===== src/rtl/charlie7x5_scan.sv =====
// Charlieplexed 7-pin / 35-LED scanner with a Wishbone register interface.
// A back buffer is written over the bus and copied into the front buffer at
// frame boundaries. The scan blanks all pins before every phase, which
// prevents ghosting between phases.
module charlie7x5_scan #(
    parameter int TICKS_PER_PHASE = 4800,
    parameter int BLANK_TICKS     = 48
) (
    input  logic       clk,
    input  logic       rst_n,
    input  logic       wb_cyc_i,
    input  logic       wb_stb_i,
    input  logic       wb_we_i,
    input  logic [2:0] wb_adr_i,
    input  logic [7:0] wb_dat_i,
    output logic [7:0] wb_dat_o,
    output logic       wb_ack_o,
    output logic [6:0] charlie7x5_oe,
    output logic [6:0] charlie7x5_o
);

    localparam int MAX_TICKS = (TICKS_PER_PHASE > BLANK_TICKS) ? TICKS_PER_PHASE : BLANK_TICKS;
    localparam int CNT_W     = (MAX_TICKS > 1) ? $clog2(MAX_TICKS) : 1;
    localparam logic [CNT_W-1:0] DRIVE_LAST = CNT_W'(TICKS_PER_PHASE - 1);
    localparam logic [CNT_W-1:0] BLANK_LAST = CNT_W'(BLANK_TICKS - 1);
    localparam logic [2:0]       CTRL_ADR   = 3'd7;

    typedef enum logic [1:0] {
        ST_DISABLED,
        ST_BLANK,
        ST_DRIVE
    } state_t;

    state_t            state_q, state_d;
    logic [2:0]        phase_q, phase_d;
    logic [CNT_W-1:0]  cnt_q, cnt_d;
    logic              enable_q, enable_d;
    logic              swap_pending_q, swap_pending_d;
    logic [6:0][4:0]   back_q, back_d;
    logic [6:0][4:0]   front_q, front_d;
    logic              ack_q;
    logic [7:0]        dat_q, dat_d;
    logic [6:0]        oe_q, oe_d;
    logic [6:0]        o_q, o_d;

    logic              bus_req;
    logic              wr_ctrl;
    logic              do_swap;
    logic [7:0]        rd_data;
    int                pin_sum;
    logic [2:0]        pin;

    // Data bits above the 5-bit entry width have no destination.
    logic unused_dat;
    assign unused_dat = &{1'b0, wb_dat_i[7:5]};

    // Bus decode: one request per ack, so a held strobe is served every other cycle.
    always_comb begin
        // NOTE: every combinational output gets a default first so no path leaves it unassigned (no latch).
        bus_req = wb_cyc_i & wb_stb_i & ~ack_q;
        wr_ctrl = bus_req & wb_we_i & (wb_adr_i == CTRL_ADR);
        rd_data = {6'b0, swap_pending_q, enable_q};
        back_d  = back_q;
        for (int i = 0; i < 7; i++) begin
            if (wb_adr_i == 3'(i)) begin
                rd_data = {3'b0, back_q[3'(i)]};
                if (bus_req && wb_we_i) begin
                    back_d[3'(i)] = wb_dat_i[4:0];
                end
            end
        end
        dat_d    = bus_req ? rd_data : dat_q;
        enable_d = wr_ctrl ? wb_dat_i[0] : enable_q;
    end

    // Scan sequencer: next state, phase, tick counter and buffer swap decision.
    always_comb begin
        state_d = state_q;
        phase_d = phase_q;
        cnt_d   = cnt_q;
        do_swap = 1'b0;
        if (!enable_q) begin
            // Disable is immediate from any state; a pending swap is only taken once idle.
            state_d = ST_DISABLED;
            phase_d = 3'd0;
            cnt_d   = '0;
            do_swap = (state_q == ST_DISABLED) && swap_pending_q;
        end else begin
            unique case (state_q)
                ST_DISABLED: begin
                    state_d = ST_BLANK;
                    phase_d = 3'd0;
                    cnt_d   = '0;
                    do_swap = swap_pending_q;
                end
                ST_BLANK: begin
                    if (cnt_q == BLANK_LAST) begin
                        state_d = ST_DRIVE;
                        cnt_d   = '0;
                    end else begin
                        cnt_d = cnt_q + CNT_W'(1);
                    end
                end
                ST_DRIVE: begin
                    if (cnt_q == DRIVE_LAST) begin
                        state_d = ST_BLANK;
                        cnt_d   = '0;
                        if (phase_q == 3'd6) begin
                            phase_d = 3'd0;
                            do_swap = swap_pending_q;
                        end else begin
                            phase_d = phase_q + 3'd1;
                        end
                    end else begin
                        cnt_d = cnt_q + CNT_W'(1);
                    end
                end
                default: begin
                    state_d = ST_DISABLED;
                    phase_d = 3'd0;
                    cnt_d   = '0;
                end
            endcase
        end

        front_d = do_swap ? back_q : front_q;

        // A CTRL write requesting a swap wins over the swap that clears the flag.
        swap_pending_d = swap_pending_q;
        if (do_swap) begin
            swap_pending_d = 1'b0;
        end
        if (wr_ctrl && wb_dat_i[1]) begin
            swap_pending_d = 1'b1;
        end
    end

    // Pin drive computed from the next state so the registered pins line up with the state register.
    always_comb begin
        oe_d    = 7'b0;
        o_d     = 7'b0;
        pin_sum = 0;
        pin     = 3'd0;
        if (state_d == ST_DRIVE) begin
            oe_d[phase_d] = 1'b1;
            o_d[phase_d]  = 1'b1;
            for (int k = 0; k < 5; k++) begin
                pin_sum = int'(phase_d) + 1 + k;
                if (pin_sum >= 7) begin
                    pin_sum = pin_sum - 7;
                end
                pin = 3'(pin_sum);
                if (front_d[phase_d][3'(k)]) begin
                    oe_d[pin] = 1'b1;
                end
            end
        end
    end

    // State register with synchronous active-low reset.
    always_ff @(posedge clk) begin
        if (!rst_n) begin
            state_q        <= ST_DISABLED;
            phase_q        <= 3'd0;
            cnt_q          <= '0;
            enable_q       <= 1'b0;
            swap_pending_q <= 1'b0;
            // NOTE: the LED buffers are reset because a frame must never show stale power-up content.
            back_q         <= '0;
            front_q        <= '0;
            ack_q          <= 1'b0;
            dat_q          <= 8'h00;
            oe_q           <= 7'b0;
            o_q            <= 7'b0;
        end else begin
            // NOTE: non-blocking assignments so every register samples pre-edge values.
            state_q        <= state_d;
            phase_q        <= phase_d;
            cnt_q          <= cnt_d;
            enable_q       <= enable_d;
            swap_pending_q <= swap_pending_d;
            back_q         <= back_d;
            front_q        <= front_d;
            ack_q          <= bus_req;
            dat_q          <= dat_d;
            oe_q           <= oe_d;
            o_q            <= o_d;
        end
    end

    assign wb_ack_o      = ack_q;
    assign wb_dat_o      = dat_q;
    assign charlie7x5_oe = oe_q;
    assign charlie7x5_o  = o_q;

endmodule


===== config.mk =====
export PLATFORM = sky130hd
export DESIGN_NAME = charlie7x5_scan
export DESIGN_NICKNAME = d
export VERILOG_FILES = /design/src/rtl/charlie7x5_scan.sv
export SDC_FILE = /design/constraint.sdc
export NUM_CORES = 1
export LEC_CHECK = 0
export CORE_MARGIN = 5
export CORE_UTILIZATION = 63
export CTS_BUF_LIST = sky130_fd_sc_hd__clkbuf_8 sky130_fd_sc_hd__clkbuf_16
export CTS_CLUSTER_SIZE = 20
export DETAILED_ROUTE_END_ITERATION = 8
export PLACE_DENSITY = 0.85
export SYNTH_ARGS = -nofsm -noshare
export SYNTH_HDL_FRONTEND = slang
export SYNTH_SLANG_ARGS = --single-unit

===== constraint.sdc =====
create_clock -name clk -period 12.85 [get_ports clk]
set_clock_uncertainty 0.15 [all_clocks]
set_input_delay 2.57 -clock clk [delete_from_list [all_inputs] [get_ports clk]]
set_output_delay 2.57 -clock clk [all_outputs]
set_load 0.05 [all_outputs]

# Word level (Yosys, flattened, before mapping)
# Index checks and enable logic that the tools add are counted.
dict set report totals {
  regBits 98
  latchBits 0
  ram_bits 0
  mem_bits_ro 0
  in_bits 16
  memories 0
}
dict set report classes {
  n_addsub 10
  mul 0
  div_mod_pow 0
  order_cmp 14
  eq_ne 13
  shift 0
  mux 52
  bitwise_logic 9
  n_reduce_logical 17
}
# cell n
set ops {}
lappend ops {{$mux W7} 7}
lappend ops {{$mux W8} 5}
lappend ops {{$mux W35} 1}
lappend ops {{$mux W3} 11}
lappend ops {{$or A7 B7 Y7} 4}
lappend ops {{$mux W13} 2}
lappend ops {{$pmux W13 S2} 1}
lappend ops {{$lt A3 B4 Y1 const B} 5}
lappend ops {{$bmux W5 S3} 1}
lappend ops {{$demux W1 S3} 5}
lappend ops {{$eq A3 B3 Y1 const B} 5}
lappend ops {{$ge A3 B1 Y1 const B} 5}
lappend ops {{$ge A5 B3 Y1 const B} 3}
lappend ops {{$add A13 B1 Y13 const B} 1}
lappend ops {{$eq A13 B13 Y1 const B} 1}
lappend ops {{$eq A13 B6 Y1 const B} 1}
lappend ops {{$reduce_and A2 Y1} 6}
lappend ops {{$sub A3 B3 Y3 const B} 4}
lappend ops {{$add A4 B2 Y5 const B} 2}
lappend ops {{$mux W1} 10}
lappend ops {{$mux W5} 2}
lappend ops {{$logic_and A1 B1 Y1} 8}
lappend ops {{$eq A3 B2 Y1 const B} 2}
lappend ops {{$mux W2} 3}
lappend ops {{other kinds (16)} 20}

# Longest topological paths before layout
# Gate-level depths: netlist (run 1).
dict set report depth {
  ltp_word 24
  mapped_depth 21
}

# Least setup slack after synthesis (run 1)
# Ideal clock, no wire load.
dict set report synth_path {
  path_kind {register -> register}
  startpoint {register cnt_q[8]}
  endpoint {register oe_q[3], in the netlist charlie7x5_oe[3]}
  setup_time_ns 0.081
  arrival_time_ns 5.136
  setup_slack_ns 7.483
  stages_incl_launch_ff 21
  path_buffers 4
  period_less_slack_ns 5.367
  path_cell_list {dfxtp_1 -> or4_4 -> or4_1 -> buf_4 -> a221oi_4 -> nor3_2 -> clkbuf_1 -> ha_1 -> clkbuf_1 -> or3_1 -> o2111a_1 -> nand3_1 -> ha_1 -> clkbuf_1 -> o21ai_0 -> nor2_1 -> a31oi_1 -> o311a_1 -> nor3_1 -> nand3_1 -> a41oi_1}
}
dict set report synth_via {
  elab_chain_len 23
  elab_cells_between_ends 73
  classes_between {add/sub (8); order compare (14); eq/ne (3); mux (38); bitwise (4); reduce/logical (6)}
}
# element line_no
set synth_lines {}
lappend synth_lines {{start: declaration} 36} ;# logic [CNT_W-1:0] cnt_q, cnt_d;
lappend synth_lines {{start signal: assignment} 179} ;# cnt_q <= cnt_d;
lappend synth_lines {{$eq A13 B13 Y1 *} 105} ;# if (cnt_q == DRIVE_LAST) begin
lappend synth_lines {{$mux W3 *} 105}
lappend synth_lines {{$pmux W3 S2 *} 89} ;# unique case (state_q)
lappend synth_lines {{$mux W3 *} 82} ;# if (!enable_q) begin
lappend synth_lines {{net phase_d[0]} 35} ;# logic [2:0] phase_q, phase_d;
lappend synth_lines {{branches (longest 18 deep; another with $add A4 B1 Y5)} --}
lappend synth_lines {{$mux W7 *} 153} ;# if (front_d[phase_d][3'(k)]) begin
lappend synth_lines {{end signal: assignment} 173} ;# oe_q <= 7'b0;
lappend synth_lines {{end signal: assignment} 186} ;# oe_q <= oe_d;
lappend synth_lines {{end: declaration} 43} ;# logic [6:0] oe_q, oe_d;
# Mark *: on every way through the listed nets, which the timed path passes. The select of a mux whose other input is x is not followed.
# A chain may end at the register's enable or synchronous reset.

# Worst setup path in the final report (run 1)
dict set report layout_path {
  startpoint {register cnt_q[10]}
  endpoint {register oe_q[1], in the netlist charlie7x5_oe[1]}
}
# The elaborated chain is that of the path after synthesis.

==> results.yml, run 1 <==
synthesis:
  synth_ff_type: "dfxtp_1"
  synthXorXnorAreaFrac_pct: 2.43
  synthMuxAreaShare_pct: 11.6
  synth_cell_types: 78
  synth-seq-area-share_pct: 35.0
  yosys.area_share.simple_pct: 26.0
  synthAdderAreaFrac_pct: 2.73
  synth_compound_area_share_pct: 17.9
  synth_top_family_by_area: "simple AND/OR/NAND/NOR gates"
  yosys_warnings: 0
  synth_edf_count: 0
  syn_inst: 570
  synth.avg_cell_area_um2: 8.84
  synth_area_um2: 5040
  synth_seq_cells: 88
  async_reset_ff_share_pct: 0
setup_path:
  crit_type: "reg2reg"
  critPathMaxStageDelay_ps: 760
  path_cells: "or4_4, or4_1, mux2_4, nor2_4, ha_1, or3_1, o2111a_1, nand3_1, ha_1, o41ai_1, o21ai_1, o221a_2, o31a_1, or3_1, a41oi_1"
  cpMaxStageDelayCell: "or4_1"
  critical_path.max_fanout: 19
  required_ps: 12980
  crit_path_end_kind: "flip-flop"
  start_kind: "flip-flop"
  worstPathArrival_ps: 6380
drt:
  num_vias: 4468
  wl_mm: 12.6
  postRouteAntennaNets: 0
  drtIter0Drc: 495
  first_pass_iters: 7
  drcViolationCount: 0
  avgViaCountPerCell: 6.47
  wl_per_cell_um: 18.3
floorplan:
  die_h_um: 99.4
  initial_core_util_pct: 64.9
  die_w_um: 99.4
  rows: 32
  num_io_pins: 39
  core_area_um2: 7770
  die_area_um2: 9890
clock_tree:
  cts-root-buf: "clkbuf_8"
  cts.htree.levels: 3
  cts_buffers: 9
  cts_resized: 0
  cts.sinks: 88
  clkTransAtPathRegs_ps: 100
  cts_tree: "done"
  clock_latency_ps: 360
  cts_hold_repair.buffers: 0
  postCtsSetupBuffers: 0
  clockBufferDepth: 2
placement:
  placed_area_um2: 5380
  place.gp.congestion: 0.971
  dp.final_hpwl_mm: 8.90
  dp_cells: 675
  portBuffers: 32
global_route:
  grt_first_pass_wirelength_mm: 20.8
  gr-total-overflow: 0
  grt_max_degree: 62
  grt_pass1_vias: 4256
  antenna_found_initial: 0
  gr-usage-all-layers_pct: 25.7
cells_and_area:
  antenna-diode-count: 0
  seqCellArea_um2: 1760
  finalNonFillerCells: 691
  post-route-cell-area_um2: 5580
  drive_above_1_share_pct: 8.83
  multi_input_area_um2: 3070
  final_nets: 611
  layout_common_cells: "88 x dfxtp_1, 42 x nor2_1, 42 x mux2i_1"
  fillerInstances: 604
  area_growth_pct: 10.8
  final_common_cell: "dfxtp_1"
run:
  maxCapViolCount: 0
timing:
  rsz0062_at_grt: "no"
  fmax_mhz: 160
  hold_slack_ps: 318
  finalSetupViolCount: 0
  finalHoldViolCount: 0
  tightestPinTransition_ps: 1210
  max_slew_margin_pct: 19.4
  finalMaxSlewViolations: 0
  fin_tns_setup_ps: 0
  fin_crit_ps: 6250
  min_period_over_period_pct: 48.6
pwr:
  p_per_area_nw_per_um2: 88.9
  peakVddDrop_uv: 62.4
  p_leak_nw: 1.99
  total_power_mw: 0.496
run_status:
  status: "completed"
worst_hold_path:
  holdCritPathClass: "reg2reg"
==> cell families after synthesis <==
logic type / count (synthesis)
AOI/OAI and AO/OA: 116
DFF: 88
muxes: 54
and+or+nand+nor: 235
adders and majority gates: 11
other: 1
xor gates and xnor gates: 14
buffers and inverters: 51
==> critical path, delay by kind of cell (launching register included) <==
kind,cells,cell delay [ps]
and+or+nand+nor,6,2290
AOI/OAI and AO/OA,6,1890
adders and majority gates,2,1000
muxes,1,470
DFF,1,360
==> flip-flops by register name, summed over array words and instances, names as in the netlist <==
signal          count
back_q             20
charlie7x5_o        7
charlie7x5_oe       7
cnt_q              13
enable_q            1
front_q            28
phase_q             3
state_q             2
swap_pending_q      1
wb_ack_o            1
wb_dat_o            5
==> layer usage <==
layer	routed length (um)	part of all wire, %	GRT usage [%]	vias up
met4	438	3.5	11.7	0
met3	726	5.8	3.79	42
li1	-	-	-	2128
met5	0	0	0	-
met2	5980	47	43.1	211
met1	5480	43	32.5	2087
==> cell usage after synthesis (all sizes together) (4+ instances only) <==
master,instances,area [um^2]
mux2,10,120
or4,4,33.8
nor4,8,65.1
nand3b,6,45.0
a21oi,18,93.8
inv,12,45.0
nand4,13,81.3
buf,12,73.8
and3,23,144
dfxtp,88,1760
a311oi,4,35.0
o211a,6,60.1
a211o,4,35.0
nor2b,41,257
xor2,8,70.1
ha,11,138
nand3,27,135
a31oi,7,43.8
o21ai,14,70.1
a41oi,5,43.8
xnor2,6,52.6
o211ai,10,80.1
and2,7,43.8
clkbuf,26,97.6
nand2,34,128
or3,6,37.5
nor2,43,169
nor3,7,45.0
or2,4,25.0
mux2i,42,420
o21a,5,37.5
==> stage by stage <==
step	setup WS (ps)	utilization (%)
final	6600	71.9
after global routing	6250	71.9
after CTS	6690	71.9
after detailed placement	6820	69.3
after global placement	6870	69.3
after floorplan	7480	-
==> worst paths after layout <==
kind | startpoint | end | slack [ps] | cells after the start
setup / recovery | cnt_q[10] | charlie7x5_oe[1] | 6600 | 15
setup reg to reg | cnt_q[10] | charlie7x5_oe[1] | 6600 | 15
hold / removal | cnt_q[0] | cnt_q[0] | 320 | 1
hold reg to reg | cnt_q[0] | cnt_q[0] | 320 | 1
==> layout make-up <==
class,count,area share (%)
inverters,13,0.874
flip-flops and latches,88,31.6
multi-input cells,433,55.0
clock buffers,9,2.22
repair buffers,39,6.68
clock inverters,7,1.37
well taps,102,2.29
==> power breakdown <==
group	total (mW)	leakage, nW	switching (mW)	internal, mW
combinational	0.0235	1.18	0.0140	0.00954
clock	0.198	0.103	0.119	0.0782
sequential	0.275	0.710	0.000989	0.274
Power figures use the tool's default switching activity.
==> run 2, diff against run 1 <==
--- a/config.mk
+++ b/config.mk
@@ -6,11 +6,11 @@
 export NUM_CORES = 1
 export LEC_CHECK = 0
 export CORE_MARGIN = 5
-export CORE_UTILIZATION = 63
+export CORE_UTILIZATION = 53
 export CTS_BUF_LIST = sky130_fd_sc_hd__clkbuf_8 sky130_fd_sc_hd__clkbuf_16
 export CTS_CLUSTER_SIZE = 20
 export DETAILED_ROUTE_END_ITERATION = 8
-export PLACE_DENSITY = 0.85
+export PLACE_DENSITY = 0.76
 export SYNTH_ARGS = -nofsm -noshare
 export SYNTH_HDL_FRONTEND = slang
 export SYNTH_SLANG_ARGS = --single-unit
==> constraint.sdc (replaced) <==
create_clock -name clk -period 5.1 [get_ports clk]
set_clock_uncertainty 0.15 [all_clocks]
set_input_delay 1.02 -clock clk [delete_from_list [all_inputs] [get_ports clk]]
set_output_delay 1.02 -clock clk [all_outputs]
set_load 0.05 [all_outputs]
==> run 2 against run 1 <==
Compared with the run above: maximum frequency grew 26%; largest power group unchanged; clock power rose to 2.8 times the previous value; critical endpoint is now charlie7x5_oe[5]; register-to-register slack lost 6500 ps; via count increased by 1.1%.
==> results.yml, run 2 (synthesis gave the netlist of run 1 again) <==
pwr:
  intPower_mw: 0.992
  p_sw_mw: 0.305
  combPwrFrac_pct: 4.6
  peakVddDrop_uv: 164
  p_per_area_nw_per_um2: 224
  p_leak_nw: 2.09
  swShare_pct: 23.5
  clkPwrFrac_pct: 42.0
  p_seq_share_pct: 53.4
drt:
  first_pass_iters: 5
  num_vias: 4515
  drtIter0Drc: 311
  wl_mm: 13.0
  wl_per_cell_um: 17.7
  postRouteAntennaNets: 0
  avgViaCountPerCell: 6.16
  drcViolationCount: 0
clock_tree:
  clockBufferDepth: 2
  cts_tree: "done"
  clkTransAtPathRegs_ps: 100
  clock_latency_ps: 360
  cts.sinks: 88
  cts-root-buf: "clkbuf_8"
  cts.htree.levels: 3
  cts_buffers: 9
  postCtsSetupBuffers: 0
timing:
  fin_tns_setup_ps: 0
  fmax_mhz: 201
  finalHoldViolCount: 0
  tightestPinTransition_ps: 1140
  min_period_over_period_pct: 97.7
  rsz0062_at_grt: "yes"
  hold_slack_ps: 328
  finalSetupViolCount: 0
  max_slew_margin_pct: 23.7
  finalMaxSlewViolations: 0
  fin_crit_ps: 4980
placement:
  portBuffers: 32
  place.gp.congestion: 0.964
  dp.final_hpwl_mm: 9.40
setup_path:
  r2r_slack_ps: 120
  cpMaxStageDelayCell: "or4_4"
  critPathMaxStageDelay_ps: 610
  required_ps: 5220
  critical_path.max_fanout: 7
  start_kind: "flip-flop"
  crit_type: "reg2reg"
  worstPathArrival_ps: 5100
  crit_path_end_kind: "flip-flop"
  path_cells: "or4_4, or4_4, mux2_4, nor2_4, ha_1, or3_1, o2111a_1, nand3_2, ha_1, o41ai_2, o21ai_1, o221a_2, o31a_1, or3_1, a41oi_1"
cells_and_area:
  layout_common_cells: "88 x dfxtp_1, 42 x nor2_1, 42 x mux2i_1"
  fillerInstances: 794
  final_common_cell: "dfxtp_1"
  largest_reg_flops: 28
  drive_above_1_share_pct: 11.9
  antenna-diode-count: 0
  regMostFlops: "front_q"
  area_growth_pct: 14.8
  final_nets: 627
  largestRegisters: "front_q (28), back_q (20), cnt_q (13)"
worst_hold_path:
  holdCritPathClass: "reg2reg"
floorplan:
  die_area_um2: 11600
  initial_core_util_pct: 54.5
  rows: 35
  die_h_um: 108
  core_area_um2: 9240
  num_io_pins: 39
  die_w_um: 108
global_route:
  grt_first_pass_wirelength_mm: 21.2
  antenna_found_initial: 0
  gr-total-overflow: 0
  grt_pass1_vias: 4365
  grt_max_degree: 62
  gr-usage-all-layers_pct: 22.6
run_status:
  status: "completed"
run:
  maxCapViolCount: 0
run 2: path summary, 6_finish.rpt:
check | from | endpoint | cells past startpoint
worst min-delay path | cnt_q[0] | cnt_q[0] | 1
worst min register to register | cnt_q[0] | cnt_q[0] | 1
worst max register to register | cnt_q[10] | charlie7x5_oe[5] | 15
worst max-delay path | cnt_q[10] | charlie7x5_oe[5] | 15
run 2: area by class of cell:
cell class	instances	area (um^2)	area share, %
multi-input cells	433	3110	53.7
flip-flops and latches	88	1760	30.4
repair buffers	55	493	8.52
well taps	129	161	2.79
clock buffers	9	124	2.14
clock inverters	6	92.6	1.60
inverters	13	48.8	0.843
run 2: worst max-delay path: cells and delay by family (launching register included):
family / cells / cell delay (ps)
and+or+nand+nor: 6 / 1860
DFF: 1 / 360
adders and majority gates: 2 / 540
AOI/OAI and AO/OA: 6 / 1640
muxes: 1 / 350
run 2: per-layer routing:
metal / track usage, % / vias up / wire [um]
met5: 0 / - / 0
met4: 6.31 / 0 / 177
met3: 4.20 / 17 / 776
met1: 29.8 / 2192 / 5670
li1: - / 2151 / -
met2: 37.7 / 155 / 6360
run 2: through the flow:
stage	util (%)	power [mW]	cell area [um^2]	worst slack, ps	instances
2_1_floorplan	-	0.748	5070	10.5	572
3_3_place_gp	60.1	0.767	5550	129	718
3_5_place_dp	60.1	0.768	5550	105	718
4_1_cts	62.5	1.31	5770	84.1	733
5_1_grt	62.6	1.34	5790	-56.4	733
6_report	62.6	1.30	5790	120	733
run 2: what timing repair did:
item / 4_1_cts / 5_1_grt
setup endpoints to repair: 0 / 7
hold buffers: 0 / 0
gates resized for setup: 0 / 3
run 2: power by group through the flow:
stage                     registers (mW)  logic (mW)  clock network, mW
after CTS                          0.693      0.0595              0.555
after global routing               0.694      0.0633              0.586
final                              0.693      0.0594              0.545
after global placement             0.709      0.0584                  0
after floorplan                    0.718      0.0299                  0
after detailed placement           0.709      0.0593                  0
==> run 3, diff against run 2 <==
--- a/config.mk
+++ b/config.mk
@@ -11,6 +11,7 @@
 export CTS_CLUSTER_SIZE = 20
 export DETAILED_ROUTE_END_ITERATION = 8
 export PLACE_DENSITY = 0.76
+export RECOVER_POWER = 100
 export SYNTH_ARGS = -nofsm -noshare
 export SYNTH_HDL_FRONTEND = slang
 export SYNTH_SLANG_ARGS = --single-unit
==> run 3 against run 2 <==
Compared with the run above: combinational power is essentially flat; via count is essentially flat; count of clock-buffer cells in the layout is the same; critical path type unchanged; largest cell class unchanged; highest routed layer unchanged.
==> results.yml, run 3 (synthesis gave the netlist of run 1 again) <==
global_route:
  grt_pass1_vias: 4365
  grt_first_pass_wirelength_mm: 21.2
  antenna_found_initial: 0
  gr-total-overflow: 0
  grt_max_degree: 62
  gr-usage-all-layers_pct: 22.6
clock_tree:
  cts_tree: "done"
  clockBufferDepth: 2
  cts.sinks: 88
  cts-root-buf: "clkbuf_8"
  clkTransAtPathRegs_ps: 100
  cts_buffers: 9
  cts_resized: 0
  cts.htree.levels: 3
  clock_latency_ps: 360
  cts_hold_repair.buffers: 0
  postCtsSetupBuffers: 0
pwr:
  combPwrFrac_pct: 4.6
  p_per_area_nw_per_um2: 224
  intPower_mw: 0.992
  swShare_pct: 23.6
  p_sw_mw: 0.306
  p_seq_share_pct: 53.4
  clkPwrFrac_pct: 42.1
  peakVddDrop_uv: 165
  p_leak_nw: 2.09
floorplan:
  initial_core_util_pct: 54.5
  rows: 35
  die_area_um2: 11600
  die_w_um: 108
  core_area_um2: 9240
  die_h_um: 108
  num_io_pins: 39
cells_and_area:
  post-route-cell-area_um2: 5790
  largestRegisters: "front_q (28), back_q (20), cnt_q (13)"
  drive_above_1_share_pct: 11.9
  antenna-diode-count: 0
  post-route-util_pct: 62.6
  regMostFlops: "front_q"
  finalNonFillerCells: 733
  final_nets: 627
  area_growth_pct: 14.8
  fillerInstances: 794
  final_common_cell: "dfxtp_1"
  layout_common_cells: "88 x dfxtp_1, 42 x nor2_1, 42 x mux2i_1"
  largest_reg_flops: 28
setup_path:
  worstPathArrival_ps: 5100
  cpMaxStageDelayCell: "or4_4"
  r2r_slack_ps: 120
  critical_path.max_fanout: 7
  start_kind: "flip-flop"
  crit_family: "simple AND/OR/NAND/NOR gates"
  required_ps: 5220
  crit_type: "reg2reg"
  path_cells: "or4_4, or4_4, mux2_4, nor2_4, ha_1, or3_1, o2111a_1, nand3_2, ha_1, o41ai_2, o21ai_1, o221a_2, o31a_1, or3_1, a41oi_1"
  r2r_cells: 15
  critPathBufInv: 0
  r2r-start: "cnt_q[10]"
  crit_path_end_kind: "flip-flop"
  critPathMaxStageDelay_ps: 610
  rr_endpoint: "charlie7x5_oe[5]"
worst_hold_path:
  holdCritPathClass: "reg2reg"
  worst_hold_path.endpoint: "cnt_q[0]"
  min_path_cells: 1
  worstHoldStart: "cnt_q[0]"
run_status:
  status: "completed"
run:
  maxCapViolCount: 0
timing:
  finalMaxSlewViolations: 0
  fin_crit_ps: 4980
  finalSetupViolCount: 0
  rsz0062_at_grt: "yes"
  min_period_over_period_pct: 97.7
  max_slew_margin_pct: 23.2
  tightestPinTransition_ps: 1140
  finalHoldViolCount: 0
  fmax_mhz: 201
  fin_tns_setup_ps: 0
drt:
  wl_mm: 13.0
  met1_length_mm: 5.65
  num_vias: 4512
  avgViaCountPerCell: 6.16
  first_pass_iters: 5
  drtIter0Drc: 313
  route.met3.wl_um: 788
  wl_met2_mm: 6.34
  drcViolationCount: 0
  wl_per_cell_um: 17.7
  postRouteAntennaNets: 0
  top_layer_used: "met4"
placement:
  placed_area_um2: 5550
  place.gp.congestion: 0.964
  portBuffers: 32
  dp_cells: 718
  dp.final_hpwl_mm: 9.40
## run 3: cell counts in the layout (fill, tap and decap cells not counted)
No cell type changed its count.
## run 3: worst max-delay path by stage
stage	end	cells past startpoint	from	slack, ps
after floorplan	charlie7x5_oe[3]	20	cnt_q[8]	10
after global placement	charlie7x5_oe[5]	15	cnt_q[8]	130
after detailed placement	charlie7x5_oe[5]	15	cnt_q[10]	110
after CTS	charlie7x5_oe[5]	15	cnt_q[10]	80
after global routing	charlie7x5_oe[5]	15	cnt_q[10]	-60
final	charlie7x5_oe[5]	15	cnt_q[10]	120
## run 3: final cells by class
type	instances	area [um^2]	share of cell area [%]
clock buffer	9	124	2.14
clock inverter	6	92.6	1.60
inverter	13	48.8	0.843
multi-input combinational	433	3110	53.7
sequential	88	1760	30.4
tap	129	161	2.79
timing repair buffer	55	493	8.52
## run 3: stage by stage
stage	total power [mW]	setup WS [ps]	hold slack, ps
floorplan	0.748	10.5	276
global placement	0.767	129	293
detailed placement	0.768	105	317
CTS	1.31	84.1	338
global route	1.34	-56.4	350
finish	1.30	116	328
## run 3: worst reg2reg max path, delay by kind of cell (launching register included)
kind	cells	cell delay [ps]
flip-flops	1	360
adder cells (fa/ha/maj)	2	540
AO/OA/AOI/OAI	6	1650
multiplexers	1	350
AND/OR/NAND/NOR	6	1860
## run 3: power by group through the flow
stage	registers, mW	clock network, mW	logic [mW]
6_report	0.693	0.546	0.0594
2_1_floorplan	0.718	0	0.0299
4_1_cts	0.693	0.555	0.0595
5_1_grt	0.694	0.586	0.0631
3_3_place_gp	0.709	0	0.0584
3_5_place_dp	0.709	0	0.0593
## run 3: metal layers
metal  track usage [%]  up-vias
li1                  -     2157
met1              29.8     2185
met2              37.7      151
met3              4.20       19
met4              6.31        0
met5                 0        -
